===== src/rtl/accum_pkg.sv =====
// +----------------------------------------------------------------------+
// | accum_pkg : shared state encoding and default widths                 |
// | Revision  : 1.0                                                      |
// +----------------------------------------------------------------------+
`default_nettype none

package accum_pkg;

  typedef enum logic [1:0] {
    IDLE = 2'd0,
    BUSY = 2'd1,
    DONE = 2'd2
  } state_t;

  localparam int C_DATA_WIDTH = 4;
  localparam int C_NUM_REQ    = 4;
  localparam int C_CNT_WIDTH  = 8;
  localparam int C_ACC_WIDTH  = C_DATA_WIDTH + C_CNT_WIDTH;

endpackage

`default_nettype wire


===== src/rtl/accum_datapath.sv =====
// +----------------------------------------------------------------------+
// | accum_datapath : signed sum register with clear, wrap/saturate add   |
// | and a held result register. Saturation: ACCUM_SCHEDULER_SAT_EN.      |
// | Revision       : 1.0                                                 |
// +----------------------------------------------------------------------+
`default_nettype none

module accum_datapath
  import accum_pkg::*;
#(
  parameter int DATA_WIDTH = C_DATA_WIDTH,
  parameter int ACC_WIDTH  = C_ACC_WIDTH
) (
  input  logic                  clk,
  input  logic                  rstn,
  input  logic                  clr_i,
  input  logic                  add_i,
  input  logic [DATA_WIDTH-1:0] term_i,
  input  logic                  load_i,
  output logic [ACC_WIDTH-1:0]  result_o
);

  logic [ACC_WIDTH-1:0] sum_q, sum_d;
  logic [ACC_WIDTH-1:0] result_q, result_d;
  logic [ACC_WIDTH-1:0] w_ext;
  logic [ACC_WIDTH-1:0] w_add;

`ifdef ACCUM_SCHEDULER_SAT_EN
  localparam logic [ACC_WIDTH-1:0] C_MAX = {1'b0, {(ACC_WIDTH-1){1'b1}}};
  localparam logic [ACC_WIDTH-1:0] C_MIN = {1'b1, {(ACC_WIDTH-1){1'b0}}};
  logic [ACC_WIDTH:0] w_wide;
`endif

  always_comb begin
    w_ext = ACC_WIDTH'($signed(term_i));
`ifdef ACCUM_SCHEDULER_SAT_EN
    // One guard bit: differing top two bits means the signed add overflowed.
    w_wide = {sum_q[ACC_WIDTH-1], sum_q} + {w_ext[ACC_WIDTH-1], w_ext};
    if (w_wide[ACC_WIDTH] != w_wide[ACC_WIDTH-1]) begin
      w_add = w_wide[ACC_WIDTH] ? C_MIN : C_MAX;
    end else begin
      w_add = w_wide[ACC_WIDTH-1:0];
    end
`else
    w_add = sum_q + w_ext;
`endif
    sum_d = sum_q;
    if (clr_i) begin
      sum_d = '0;
    end else if (add_i) begin
      sum_d = w_add;
    end
    result_d = load_i ? sum_d : result_q;
  end

  always_ff @(posedge clk) begin
    if (!rstn) begin
      sum_q    <= '0;
      result_q <= '0;
    end else begin
      sum_q    <= sum_d;
      result_q <= result_d;
    end
  end

  assign result_o = result_q;

endmodule

`default_nettype wire


===== src/rtl/accum_scheduler.sv =====
// +----------------------------------------------------------------------+
// | accum_scheduler : round-robin arbiter sharing one accumulator among  |
// | NUM_REQ requesters. Optional saturation: ACCUM_SCHEDULER_SAT_EN.     |
// | Revision        : 1.0                                                |
// +----------------------------------------------------------------------+
`default_nettype none

module accum_scheduler
  import accum_pkg::*;
#(
  parameter int DATA_WIDTH = C_DATA_WIDTH,
  parameter int NUM_REQ    = C_NUM_REQ,
  parameter int CNT_WIDTH  = C_CNT_WIDTH,
  parameter int ACC_WIDTH  = DATA_WIDTH + CNT_WIDTH
) (
  input  logic                            clk,
  input  logic                            rstn,
  input  logic [NUM_REQ-1:0]              req,
  input  logic [NUM_REQ*CNT_WIDTH-1:0]    len,
  input  logic [NUM_REQ-1:0]              in_valid,
  input  logic [NUM_REQ*DATA_WIDTH-1:0]   in_data,
  output logic [NUM_REQ-1:0]              in_ready,
  output logic [NUM_REQ-1:0]              grant,
  output logic [ACC_WIDTH-1:0]            result,
  output logic                            result_valid,
  output logic [$clog2(NUM_REQ)-1:0]      result_id
);

  localparam int IDX_W = $clog2(NUM_REQ);

  state_t               state_q, state_d;
  logic [IDX_W-1:0]     winner_q, winner_d;
  logic [IDX_W-1:0]     ptr_q, ptr_d;
  logic [CNT_WIDTH-1:0] rem_q, rem_d;

  logic                 w_found;
  logic [IDX_W-1:0]     w_pick;
  logic [IDX_W-1:0]     w_cand;
  int                   w_scan;
  logic [CNT_WIDTH-1:0] w_len;
  logic [DATA_WIDTH-1:0] w_term;
  logic [NUM_REQ-1:0]   w_onehot;
  logic                 w_xfer;
  logic                 w_clr;
  logic                 w_load;

  // Scan starts at the slot after the previous winner.
  always_comb begin
    w_found = 1'b0;
    w_pick  = '0;
    w_scan  = 0;
    w_cand  = '0;
    for (int i = 0; i < NUM_REQ; i++) begin
      w_scan = int'(ptr_q) + i;
      if (w_scan >= NUM_REQ) begin
        w_scan = w_scan - NUM_REQ;
      end
      w_cand = w_scan[IDX_W-1:0];
      if (!w_found && req[w_cand]) begin
        w_found = 1'b1;
        w_pick  = w_cand;
      end
    end
  end

  assign w_len  = len[int'(w_pick)*CNT_WIDTH +: CNT_WIDTH];
  assign w_term = in_data[int'(winner_q)*DATA_WIDTH +: DATA_WIDTH];

  always_comb begin
    w_onehot           = '0;
    w_onehot[winner_q] = 1'b1;
    state_d            = state_q;
    winner_d           = winner_q;
    ptr_d              = ptr_q;
    rem_d              = rem_q;
    w_clr              = 1'b0;
    w_load             = 1'b0;
    grant              = '0;
    in_ready           = '0;
    result_valid       = 1'b0;

    // A dropped request in BUSY gates off in_ready so the abort cycle moves no data.
    if (state_q == BUSY) begin
      grant = w_onehot;
      if (req[winner_q]) begin
        in_ready = w_onehot;
      end
    end
    w_xfer = |(in_valid & in_ready);

    case (state_q)
      IDLE: begin
        if (w_found) begin
          winner_d = w_pick;
          ptr_d    = (w_pick == IDX_W'(NUM_REQ - 1)) ? '0 : w_pick + 1'b1;
          rem_d    = w_len;
          w_clr    = 1'b1;
          if (w_len == '0) begin
            w_load  = 1'b1;
            state_d = DONE;
          end else begin
            state_d = BUSY;
          end
        end
      end
      BUSY: begin
        if (!req[winner_q]) begin
          state_d = IDLE;
        end else if (w_xfer) begin
          rem_d = rem_q - 1'b1;
          if (rem_q == CNT_WIDTH'(1)) begin
            w_load  = 1'b1;
            state_d = DONE;
          end
        end
      end
      DONE: begin
        result_valid = 1'b1;
        state_d      = IDLE;
      end
      default: begin
        state_d = IDLE;
      end
    endcase
  end

  always_ff @(posedge clk) begin
    if (!rstn) begin
      state_q  <= IDLE;
      winner_q <= '0;
      ptr_q    <= '0;
      rem_q    <= '0;
    end else begin
      state_q  <= state_d;
      winner_q <= winner_d;
      ptr_q    <= ptr_d;
      rem_q    <= rem_d;
    end
  end

  accum_datapath #(
    .DATA_WIDTH (DATA_WIDTH),
    .ACC_WIDTH  (ACC_WIDTH)
  ) u_datapath (
    .clk      (clk),
    .rstn     (rstn),
    .clr_i    (w_clr),
    .add_i    (w_xfer),
    .term_i   (w_term),
    .load_i   (w_load),
    .result_o (result)
  );

  assign result_id = winner_q;

endmodule

`default_nettype wire


===== config.mk =====
export PLATFORM = sky130hd
export DESIGN_NAME = accum_scheduler
export DESIGN_NICKNAME = d
export VERILOG_FILES = /design/src/rtl/accum_pkg.sv /design/src/rtl/accum_datapath.sv /design/src/rtl/accum_scheduler.sv
export SDC_FILE = /design/constraint.sdc
export NUM_CORES = 1
export LEC_CHECK = 0
export CAP_MARGIN = 5
export CORE_UTILIZATION = 49
export DETAILED_ROUTE_END_ITERATION = 12
export GPL_ROUTABILITY_DRIVEN = 0
export PLACE_DENSITY = 0.87
export SYNTH_ARGS = -nofsm -noshare
export SYNTH_HDL_FRONTEND = slang
export SYNTH_SLANG_ARGS = --single-unit
export TNS_END_PERCENT = 100

===== constraint.sdc =====
create_clock -name clk -period 6.3 [get_ports clk]
set_clock_uncertainty 0.05 [all_clocks]
set_input_delay 0.63 -clock clk [delete_from_list [all_inputs] [get_ports clk]]
set_output_delay 0.63 -clock clk [all_outputs]
set_load 0.01 [all_outputs]

=== Word level (Yosys, flattened, before mapping) ===
Cells that the tools add are included.

* Output and inout port bits: 23
* Flip-flop bits (word level): 38
* Word-level logic and storage cells: 101
* Input bits: 58

* Shift operators: 2
* Reductions and logical operators: 14
* Equality and inequality tests: 9
* Muxes and demuxes: 49
* $add $sub $neg: 10
* Bitwise logic cells: 1
* Order comparisons: 10

{| class="wikitable"
|+ Operator list
! cell !! count
|-
| indexed part select 32 x 6 -> 8 bit || 1
|-
| two-way mux 2 bit || 14
|-
| two-way mux 12 bit || 2
|-
| two-way mux 8 bit || 3
|-
| two-way mux 1 bit || 18
|-
| one-hot mux 8 bit (2 select lines) || 1
|-
| indexed part select 16 x 5 -> 4 bit || 1
|-
| less-than comparator 2 x 3 -> 1 bit (second input constant) || 5
|-
| adder 12 bit || 1
|-
| two-way mux 4 bit || 3
|-
| binary-select mux 1 bit (select 2 bit) || 5
|-
| >= comparator 3 bit (second input constant) || 3
|-
| == test 8 x 1 -> 1 bit (second input constant) || 1
|-
| logical NOT 8 bit || 1
|-
| subtractor 2 x 1 -> 2 bit (second input constant) || 4
|-
| subtractor 8 x 1 -> 8 bit (second input constant) || 1
|-
| adder 2 x 2 -> 3 bit (second input constant) || 2
|-
| != test 3 x 2 -> 1 bit (second input constant) || 2
|-
| AND 4 bit || 1
|-
| == test 2 bit (second input constant) || 2
|-
| logical AND 1 bit || 4
|-
| != test 2 x 1 -> 1 bit (second input constant) || 2
|-
| one-hot mux 2 bit (2 select lines) || 1
|-
| AND reduction 4 bit || 1
|-
| other kinds (14) || 16
|}

=== Depth between registers and ports, before layout ===
Gate-level depths: netlist of the first run.

* Word-level depth: 19
* Gate-level depth with buffers: 13
* Mapped depth without buffers: 12

=== Modules after synthesis ===
From an unflattened synthesis of the first run, not the netlist that was laid out.

* Cells, all modules: 324
* Area total of the unflattened synthesis: 2782.7 µm²

{| class="wikitable"
|+ Modules (own cells, without submodules)
! module !! instances !! sequential area each (µm²) !! area an instance (µm²) !! cells each
|-
| accum_datapath || 1 || 480.5 || 1391.3 || 159
|-
| accum_scheduler || 1 || 280.3 || 1391.3 || 165
|}

=== Worst setup path before layout of the first run ===
OpenSTA, ideal clock, no wires.

* Path kind: register to register
* Start: register winner_q[0], in the netlist result_id[0]
* End: register u_datapath.sum_q[11]
* Setup slack: 2927 ps
* Stages on the path, launching flop included: 12
* Period minus slack after synthesis: 3373 ps
* Buffers on the path: 1
* Required time: 6133 ps
* Arrival: 3206 ps
* Library setup time: 117 ps
* Path through: dfxtp_1 > buf_1 > mux4_2 > ha_1 > or2_2 > a21oi_1 > o31ai_1 > o41ai_1 > xnor2_1 > nor2b_1 > xnor2_1 > nor2_1

* Cells in the longest elaborated chain, start to end: 10
* Elaborated cells between the ends (all ways): 15
* Classes of those cells: 1 x add/sub; 2 x order compare; 1 x shift; 8 x mux; 1 x bitwise; 2 x reduce/logical

{| class="wikitable"
|+ RTL lines
! item !! line !! source
|-
| start, declared || accum_scheduler.sv:32 || <nowiki>logic [IDX_W-1:0] winner_q, winner_d;</nowiki>
|-
| start signal, assigned || accum_scheduler.sv:135 || <nowiki>winner_q <= winner_d;</nowiki>
|-
| parallel branches: the longest is 8 deep, another holds adder 12 bit || n/a ||
|-
| two-way mux 12 bit (*) || accum_datapath.sv:50 || <nowiki>end else if (add_i) begin</nowiki>
|-
| two-way mux 12 bit (*) || accum_datapath.sv:48 || <nowiki>if (clr_i) begin</nowiki>
|-
| end signal, assigned || accum_datapath.sv:61 || <nowiki>sum_q <= sum_d;</nowiki>
|-
| end, declared || accum_datapath.sv:23 || <nowiki>logic [ACC_WIDTH-1:0] sum_q, sum_d;</nowiki>
|}

Mark *: on every way between the ends. The select of a mux whose other input is x is not followed.
A chain may end at the register's enable or synchronous reset.

=== Worst setup path in the final report of the first run ===
* Start: input port req[0]
* End: register u_datapath.result_q[8], in the netlist u_datapath.result_o[8]

* Cells in the longest elaborated chain, start to end: 17
* Elaborated cells between the ends (all ways): 39
* Classes of those cells: 1 x shift; 29 x mux; 1 x bitwise; 8 x reduce/logical

{| class="wikitable"
|+ RTL lines
! item !! line !! source
|-
| start, declared || accum_scheduler.sv:18 || <nowiki>input logic [NUM_REQ-1:0] req,</nowiki>
|-
| binary-select mux 1 bit (select 2 bit) || accum_scheduler.sv:59 || <nowiki>if (!w_found && req[w_cand]) begin</nowiki>
|-
| two-way mux 1 bit (not written as such) || accum_scheduler.sv:59 ||
|-
| two-way mux 1 bit || accum_scheduler.sv:59 ||
|-
| logical NOT 1 bit || accum_scheduler.sv:59 ||
|-
| logical AND 1 bit || accum_scheduler.sv:59 ||
|-
| two-way mux 1 bit || accum_scheduler.sv:59 ||
|-
| logical NOT 1 bit || accum_scheduler.sv:59 ||
|-
| logical AND 1 bit || accum_scheduler.sv:59 ||
|-
| two-way mux 1 bit || accum_scheduler.sv:59 ||
|-
| logical NOT 1 bit || accum_scheduler.sv:59 ||
|-
| logical AND 1 bit || accum_scheduler.sv:59 ||
|-
| two-way mux 2 bit || accum_scheduler.sv:59 ||
|-
| indexed part select 32 x 6 -> 8 bit || accum_scheduler.sv:66 || <nowiki>assign w_len = len[int'(w_pick)*CNT_WIDTH +: CNT_WIDTH];</nowiki>
|-
| logical NOT 8 bit || accum_scheduler.sv:98 || <nowiki>if (w_len == '0) begin</nowiki>
|-
| two-way mux 1 bit || accum_scheduler.sv:98 ||
|-
| two-way mux 1 bit || accum_scheduler.sv:93 || <nowiki>if (w_found) begin</nowiki>
|-
| one-hot mux 1 bit (2 select lines) || accum_scheduler.sv:91 || <nowiki>case (state_q)</nowiki>
|-
| end signal, assigned || accum_datapath.sv:62 || <nowiki>result_q <= result_d;</nowiki>
|-
| end, declared || accum_datapath.sv:24 || <nowiki>logic [ACC_WIDTH-1:0] result_q, result_d;</nowiki>
|}

Several ways; a longest one is shown, not always the timed one. The select of a mux whose other input is x is not followed.

==> summary.txt, run 1 <==
Pwr
  – P_int: 478 µW
  – Sw Share: 0.353
  – Clk pwr share: 0.237
  – Combinational Power Share: 0.384
  – Design Power: 739 µW
  – Sequential Power Share: 0.380
  – Leakage power total: 1.30 nW
  – P per Cell Area: 208 nW/µm²
  – Worst IR Drop VDD: 0.000123 V
  – Net switching power: 261 µW

CTS
  – # clock sinks: 38
  – CTS H-tree depth: 2
  – Post-cts resize count: 0
  – Reg clk slew, reported paths: 0.08 ns
  – Clk root buf: clkbuf_8
  – CTS Buf Count: 5
  – CTS Hold Bufs: 0
  – CTS tree: done
  – Post-CTS Setup Bufs: 0
  – Clk_lat worst skew: 0.30 ns
  – Clock Path Buffers: 2

Drt
  – WL final: 6960 µm
  – Antenna-violating nets left: 0
  – DR iter-0 viols: 97
  – Drt pass-1 iters: 4
  – Routed WL per cell: 14.6 µm
  – Drt drc: 0
  – Via/cell ratio: 5.77
  – Vias: 2747

Worst setup path
  – Critical path class: in2reg
  – Crit path DAT: 4.01 ns
  – Reg2reg setup slack: 2.70 ns
  – FF-to-FF Start: result_id[0]
  – Crit path capture: u_datapath.result_o[8]
  – Req. time, crit path: 6.41 ns
  – RR Endpoint: u_datapath.sum_q[11]
  – Worst R2R Path Depth: 10
  – Critical Path Fanout Max: 18
  – Worst Setup SP: req[0]
  – CP endpoint kind: flop
  – CP Launch Type: input port

STA
  – Worst relative slew slack: 0.382
  – Hold Violations, Final: 0
  – Setup TNS: 0 ns
  – Final min period: 3.90 ns
  – Max-slew violation count: 0
  – Final setup viols: 0
  – RSZ-0062 raised after global routing: false
  – Fin crit share: 0.619
  – Least-Margin Pin Slew: 0.925 ns
  – Fmax: 256 MHz

Yosys
  – Syn_nets: 409
  – Area leader, netlist: dfxtp_1
  – Post-synth cell types: 48
  – Synthesized area: 2670 µm²
  – Sequential share of the synthesized area: 0.285
  – Top post-synthesis cells by area: dfxtp_1 29%, ha_1 6.6%, a21boi_0 5.9%
  – Main synth FF type: dfxtp_1
  – Asr flop ratio synth: 0
  – Post-synthesis cell count: 336
  – Post-synthesis register bit count: 38
  – Yosys synthesis warning count: 0
  – Post-Syn Area per Cell: 7.93 µm²
  – Post-synth top area share: 0.285
  – Post-synth EDFFs: 0

GRT
  – Number of antenna violations at the first check in global routing: 0
  – GRT Residual Overflow: 0
  – Largest net degree at the start of global routing: 23
  – First-pass GRT wire length: 11500 µm
  – Vias in the first global route: 2625
  – GR Util All Layers: 0.265

Floorplan
  – Starting Density: 0.515
  – Core Area: 5170 µm²
  – Die H: 75.8 µm
  – Die ar.: 5740 µm²
  – FP Rows: 26
  – Num ports: 81
  – Die Wd: 75.8 µm

Cells and area
  – Layout cells sized above 1: 0.0468
  – Fin nets: 478
  – Antenna diodes: 0
  – Area growth, synth to finish: 33.5%

Run
  – Max cap viols: 0

Outcome
  – Status: finished clean

Place
  – PortBufs: 80
  – HPWL after DPL: 5260 µm

Hold path
  – HP Class: reg2reg
-- power groups by stage --
| stage | Sequential (mW) | Combinational [mW] | Clock, mW |
|---|---|---|---|
| global route | 0.284 | 0.314 | 0.186 |
| detailed placement | 0.286 | 0.278 | 0 |
| global placement | 0.285 | 0.266 | 0 |
| CTS | 0.280 | 0.280 | 0.178 |
| floorplan | 0.277 | 0.203 | 0 |
| finish | 0.281 | 0.284 | 0.175 |
-- metrics by stage --
stage	hold slack, ns	cells	util	instance area, µm²	setup WS, ns
CTS	0.408	476	0.688	3560	2.46
detailed placement	0.395	468	0.670	3470	2.15
floorplan	0.421	336	-	2670	2.93
global route	0.428	476	0.688	3560	2.18
global placement	0.389	468	0.670	3470	2.34
finish	0.407	476	0.688	3560	2.40
-- critical path, stage by stage --
cell,delay (ns)
clkdlybuf4s50_1,0.53
nand2_1,0.11
a221o_1,0.52
and2_1,0.42
a211oi_1,0.42
o22ai_1,0.14
or4_4,0.57
o211ai_2,0.51
o21ai_0,0.16
-- worst min-delay path by stage --
stage	start	cells after the start	to
global route	u_datapath.result_o[1]	2	u_datapath.result_o[1]
global placement	u_datapath.result_o[1]	2	u_datapath.result_o[1]
floorplan	u_datapath.sum_q[10]	2	u_datapath.sum_q[10]
detailed placement	u_datapath.result_o[1]	2	u_datapath.result_o[1]
CTS	u_datapath.result_o[1]	2	u_datapath.result_o[1]
finish	u_datapath.result_o[1]	2	u_datapath.result_o[1]
-- cells by family (layout without fill, tap and decap cells) --
family / Yosys count / in the layout / synth area share
simple gates: 110 / 110 / 0.204
compound gates: 111 / 111 / 0.268
xor+xnor: 11 / 11 / 0.0361
flops: 38 / 38 / 0.285
fa+ha+maj: 15 / 15 / 0.0732
buf+inv: 40 / 110 / 0.0638
mux: 11 / 11 / 0.0695
-- placed cells by master, fill, tap and decap left out, types with 6 or more instances in the layout --
cell type and instances:
clkdlybuf4s50_1 80, a21oi_1 26, ha_1 14, nor3_1 11, nand2b_1 6, a211oi_1 17
inv_1 21, o22ai_1 13, o21ai_0 19, nor2b_1 11, nor2_1 39, a21boi_0 21
xor2_1 6, nand2_1 18, dfxtp_1 38, clkbuf_8 6, mux4_2 6
-- flip-flops by register name, indices dropped and copies added (netlist names) --
signal               count
rem_q                    8
state_q                  2
u_datapath.result_o     12
ptr_q                    2
result_id                2
u_datapath.sum_q        12
-- cells in the mapped netlist, types with 3 or more instances --
cell	n
a211oi_1	17
nor3_1	11
or2_2	3
nor2_1	39
o21ai_0	19
mux2i_1	5
inv_1	21
a21boi_0	21
xor2_1	6
dfxtp_1	38
o22ai_1	13
nand3_1	4
a21o_1	3
nand4_1	3
nand2b_1	6
clkbuf_1	10
xnor2_1	5
ha_1	14
nand2_1	18
and2_1	3
a21oi_1	26
buf_1	4
mux4_2	6
or3_1	3
nor2b_1	11
-- layer usage --
| layer | vias up | global-route usage | part of all wire |
|---|---|---|---|
| met5 | - | 0 | 0 |
| met4 | 0 | 0.148 | 0.032 |
| met3 | 23 | 0.0397 | 0.042 |
| met2 | 111 | 0.469 | 0.49 |
| met1 | 1260 | 0.304 | 0.43 |
| li1 | 1353 | - | - |
-- final cells by class --
type | instances | area, µm²
Clock inverter | 1 | 5.00
Multi-Input combinational cell | 258 | 1730
Timing Repair Buffer | 80 | 801
Fill cell | 429 | 1620
Inverter | 22 | 82.6
Tap cell | 70 | 87.6
Clock buffer | 7 | 86.3
Sequential cell | 38 | 761
No activity file was read; power rests on OpenSTA's default activity.
==> run 2, diff against run 1 <==
--- a/config.mk
+++ b/config.mk
@@ -6,10 +6,10 @@
 export NUM_CORES = 1
 export LEC_CHECK = 0
 export CAP_MARGIN = 5
-export CORE_UTILIZATION = 49
+export CORE_UTILIZATION = 48
 export DETAILED_ROUTE_END_ITERATION = 12
 export GPL_ROUTABILITY_DRIVEN = 0
-export PLACE_DENSITY = 0.87
+export PLACE_DENSITY = 0.86
 export SYNTH_ARGS = -nofsm -noshare
 export SYNTH_HDL_FRONTEND = slang
 export SYNTH_SLANG_ARGS = --single-unit
==> constraint.sdc (replaced) <==
create_clock -name clk -period 3.7 [get_ports clk]
set_clock_uncertainty 0.05 [all_clocks]
set_input_delay 0.37 -clock clk [delete_from_list [all_inputs] [get_ports clk]]
set_output_delay 0.37 -clock clk [all_outputs]
set_load 0.01 [all_outputs]
==> run 2 against run 1 <==
Final area up 1.4%. Worst hold slack about the same. Clock power up 67%. Die area up 2.0%.
==> summary.txt, run 2 (same netlist as run 1, synthesis figures left out) <==
Cells and area
  – Layout cells sized above 1: 0.0631 (+0.0163)
  – Commonest non-fill, non-tap cell in the layout: clkdlybuf4s50_1
  – Fin nets: 484 (+1.3%)
  – Area growth, synth to finish: 35.3%
  – Filler instances: 440 (+2.6%)
  – Antenna diodes: 0 (unchanged)
  – Most frequent cells in the layout: 80 x clkdlybuf4s50_1, 39 x nor2_1, 38 x dfxtp_1
  – Final Instance Area: 3610 µm² (+1.4%)

Worst setup path
  – Crit path capture: u_datapath.sum_q[11]
  – CP endpoint kind: flop
  – Req. time, crit path: 3.82 ns (-2.59 ns)
  – Critical Path Fanout Max: 13 (-5)
  – Worst Setup SP: result_id[1]
  – FF-to-FF Start: result_id[1]
  – Worst R2R Path Depth: 10 (unchanged)
  – RR Endpoint: u_datapath.sum_q[11]
  – CP Launch Type: flop
  – Slowest CP cell: dfxtp_1
  – Slowest stage delay, CP: 0.65 ns (+0.08 ns)
  – Critical path class: reg2reg
  – Cell chain of the critical path: mux4_2 -> ha_1 -> or2_2 -> a21oi_1 -> o31ai_1 -> o41ai_1 -> xnor2_1 -> nor2b_1 -> xnor2_1 -> nor2_1
  – Crit path DAT: 3.40 ns (-0.61 ns)
  – Reg2reg setup slack: 0.43 ns (-2.27 ns)
  – Critical Path Most Common Cell: xnor2_1

Floorplan
  – Die Wd: 76.5 µm (+1.0%)
  – Die H: 76.5 µm (+1.0%)
  – Starting Density: 0.509 (-0.00640)
  – FP Rows: 26 (unchanged)
  – Die ar.: 5850 µm² (+2.0%)
  – Core Area: 5240 µm² (+1.3%)
  – Num ports: 81 (unchanged)

GRT
  – Grt met1 use: 0.261 (-0.0422)
  – GR Util All Layers: 0.235 (-0.0298)
  – GR Layer Usage met3: 0.0419 (+0.00223)
  – First-pass GRT wire length: 11200 µm (-3.2%)
  – Largest net degree at the start of global routing: 19 (-17%)
  – Vias in the first global route: 2590 (-1.3%)
  – GR peak layer: met2
  – Global-route met2 utilization: 0.439 (-0.0303)
  – Number of antenna violations at the first check in global routing: 0 (unchanged)
  – GRT Residual Overflow: 0 (unchanged)

STA
  – Final setup viols: 0 (unchanged)
  – Final min period: 3.27 ns
  – Max-slew violation count: 0 (unchanged)
  – Fmax: 306 MHz
  – Hold Violations, Final: 0 (unchanged)
  – Fin crit share: 0.885
  – Setup TNS: 0 ns (unchanged)
  – Least-Margin Pin Slew: 0.807 ns (-0.118 ns)
  – Worst relative slew slack: 0.458 (+0.0767)
  – RSZ-0062 raised after global routing: false

Drt
  – DR iter-0 viols: 88 (-9.3%)
  – WL final: 6600 µm (-5.2%)
  – Drt pass-1 iters: 5 (+1)
  – Drt drc: 0 (unchanged)
  – Routed WL per cell: 13.7 µm (-6.4%)
  – Via/cell ratio: 5.57 (-3.5%)
  – Antenna-violating nets left: 0 (unchanged)
  – Vias: 2685 (-2.3%)

CTS
  – CTS Hold Bufs: 0 (unchanged)
  – Clk root buf: clkbuf_8
  – CTS H-tree depth: 2 (unchanged)
  – Clk_lat worst skew: 0.29 ns (about the same)
  – CTS tree: done
  – Post-CTS Setup Bufs: 0 (unchanged)
  – Clock Path Buffers: 2 (unchanged)
  – Post-cts resize count: 0 (unchanged)
  – Reg clk slew, reported paths: 0.07 ns (about the same)
  – # clock sinks: 38 (unchanged)
  – CTS Buf Count: 5 (unchanged)

Place
  – HPWL after DPL: 5220 µm (-0.75%)
  – PortBufs: 80 (unchanged)
  – Placed Area: 3510 µm² (+1.3%)

Pwr
  – P per Cell Area: 347 nW/µm² (+67%)
  – Worst IR Drop VDD: 0.000195 V (+59%)
  – Leakage power total: 1.33 nW (+2.1%)

Outcome
  – Status: finished clean

Run
  – Max cap viols: 0 (unchanged)

Hold path
  – HP Class: reg2reg
==> run 2: cell types whose count changed in the layout (fill, tap and decap cells not counted) <==
cell	before	now
clkinvlp_4	0	1
buf_4	0	6
clkbuf_1	1	0
==> run 2: worst min path at each step <==
stage,startpoint,slack [ns],cells after the start,to
detailed placement,u_datapath.result_o[1],0.39,2,u_datapath.result_o[1]
finish,u_datapath.result_o[1],0.41,2,u_datapath.result_o[1]
CTS,u_datapath.result_o[1],0.41,2,u_datapath.result_o[1]
floorplan,u_datapath.sum_q[10],0.42,2,u_datapath.sum_q[10]
global route,u_datapath.result_o[1],0.44,2,u_datapath.result_o[1]
global placement,u_datapath.result_o[1],0.39,2,u_datapath.result_o[1]
==> run 2: metrics by stage <==
stage	setup WS [ns]	util	power [mW]	hold slack, ns	cells
2_1_floorplan	0.327	-	0.818	0.421	336
3_3_place_gp	0.299	0.670	0.947	0.388	474
3_5_place_dp	0.191	0.670	0.966	0.393	474
4_1_cts	0.446	0.688	1.26	0.406	482
5_1_grt	0.167	0.688	1.33	0.437	482
6_report	0.427	0.688	1.25	0.407	482
==> run 2: worst max-delay path: cells and delay by family (launching register included) <==
family / cells / cell delay (ns)
AOI/OAI and AO/OA: 3 / 0.68
xor gates and xnor gates: 2 / 0.34
adders and majority gates: 1 / 0.36
DFF: 1 / 0.65
muxes: 1 / 0.53
and+or+nand+nor: 3 / 0.54
==> run 2: final cells by class <==
cell class	instances	area [µm²]	area share
inverters	22	82.6	0.0229
repair buffers	86	846	0.235
clock buffers	6	82.6	0.0229
multi-input cells	258	1730	0.481
well taps	70	87.6	0.0243
clock inverters	2	12.5	0.00347
flip-flops and latches	38	761	0.211
==> run 2: routing by layer <==
metal | vias up | share of wire
li1 | 1353 | -
met1 | 1239 | 0.43
met2 | 80 | 0.51
met3 | 13 | 0.042
met4 | 0 | 0.021
met5 | - | 0
==> run 2: where the power goes <==
part | switching [mW] | internal, mW
Clock | 0.143 | 0.150
Sequential | 0.0349 | 0.439
Combinational | 0.253 | 0.233
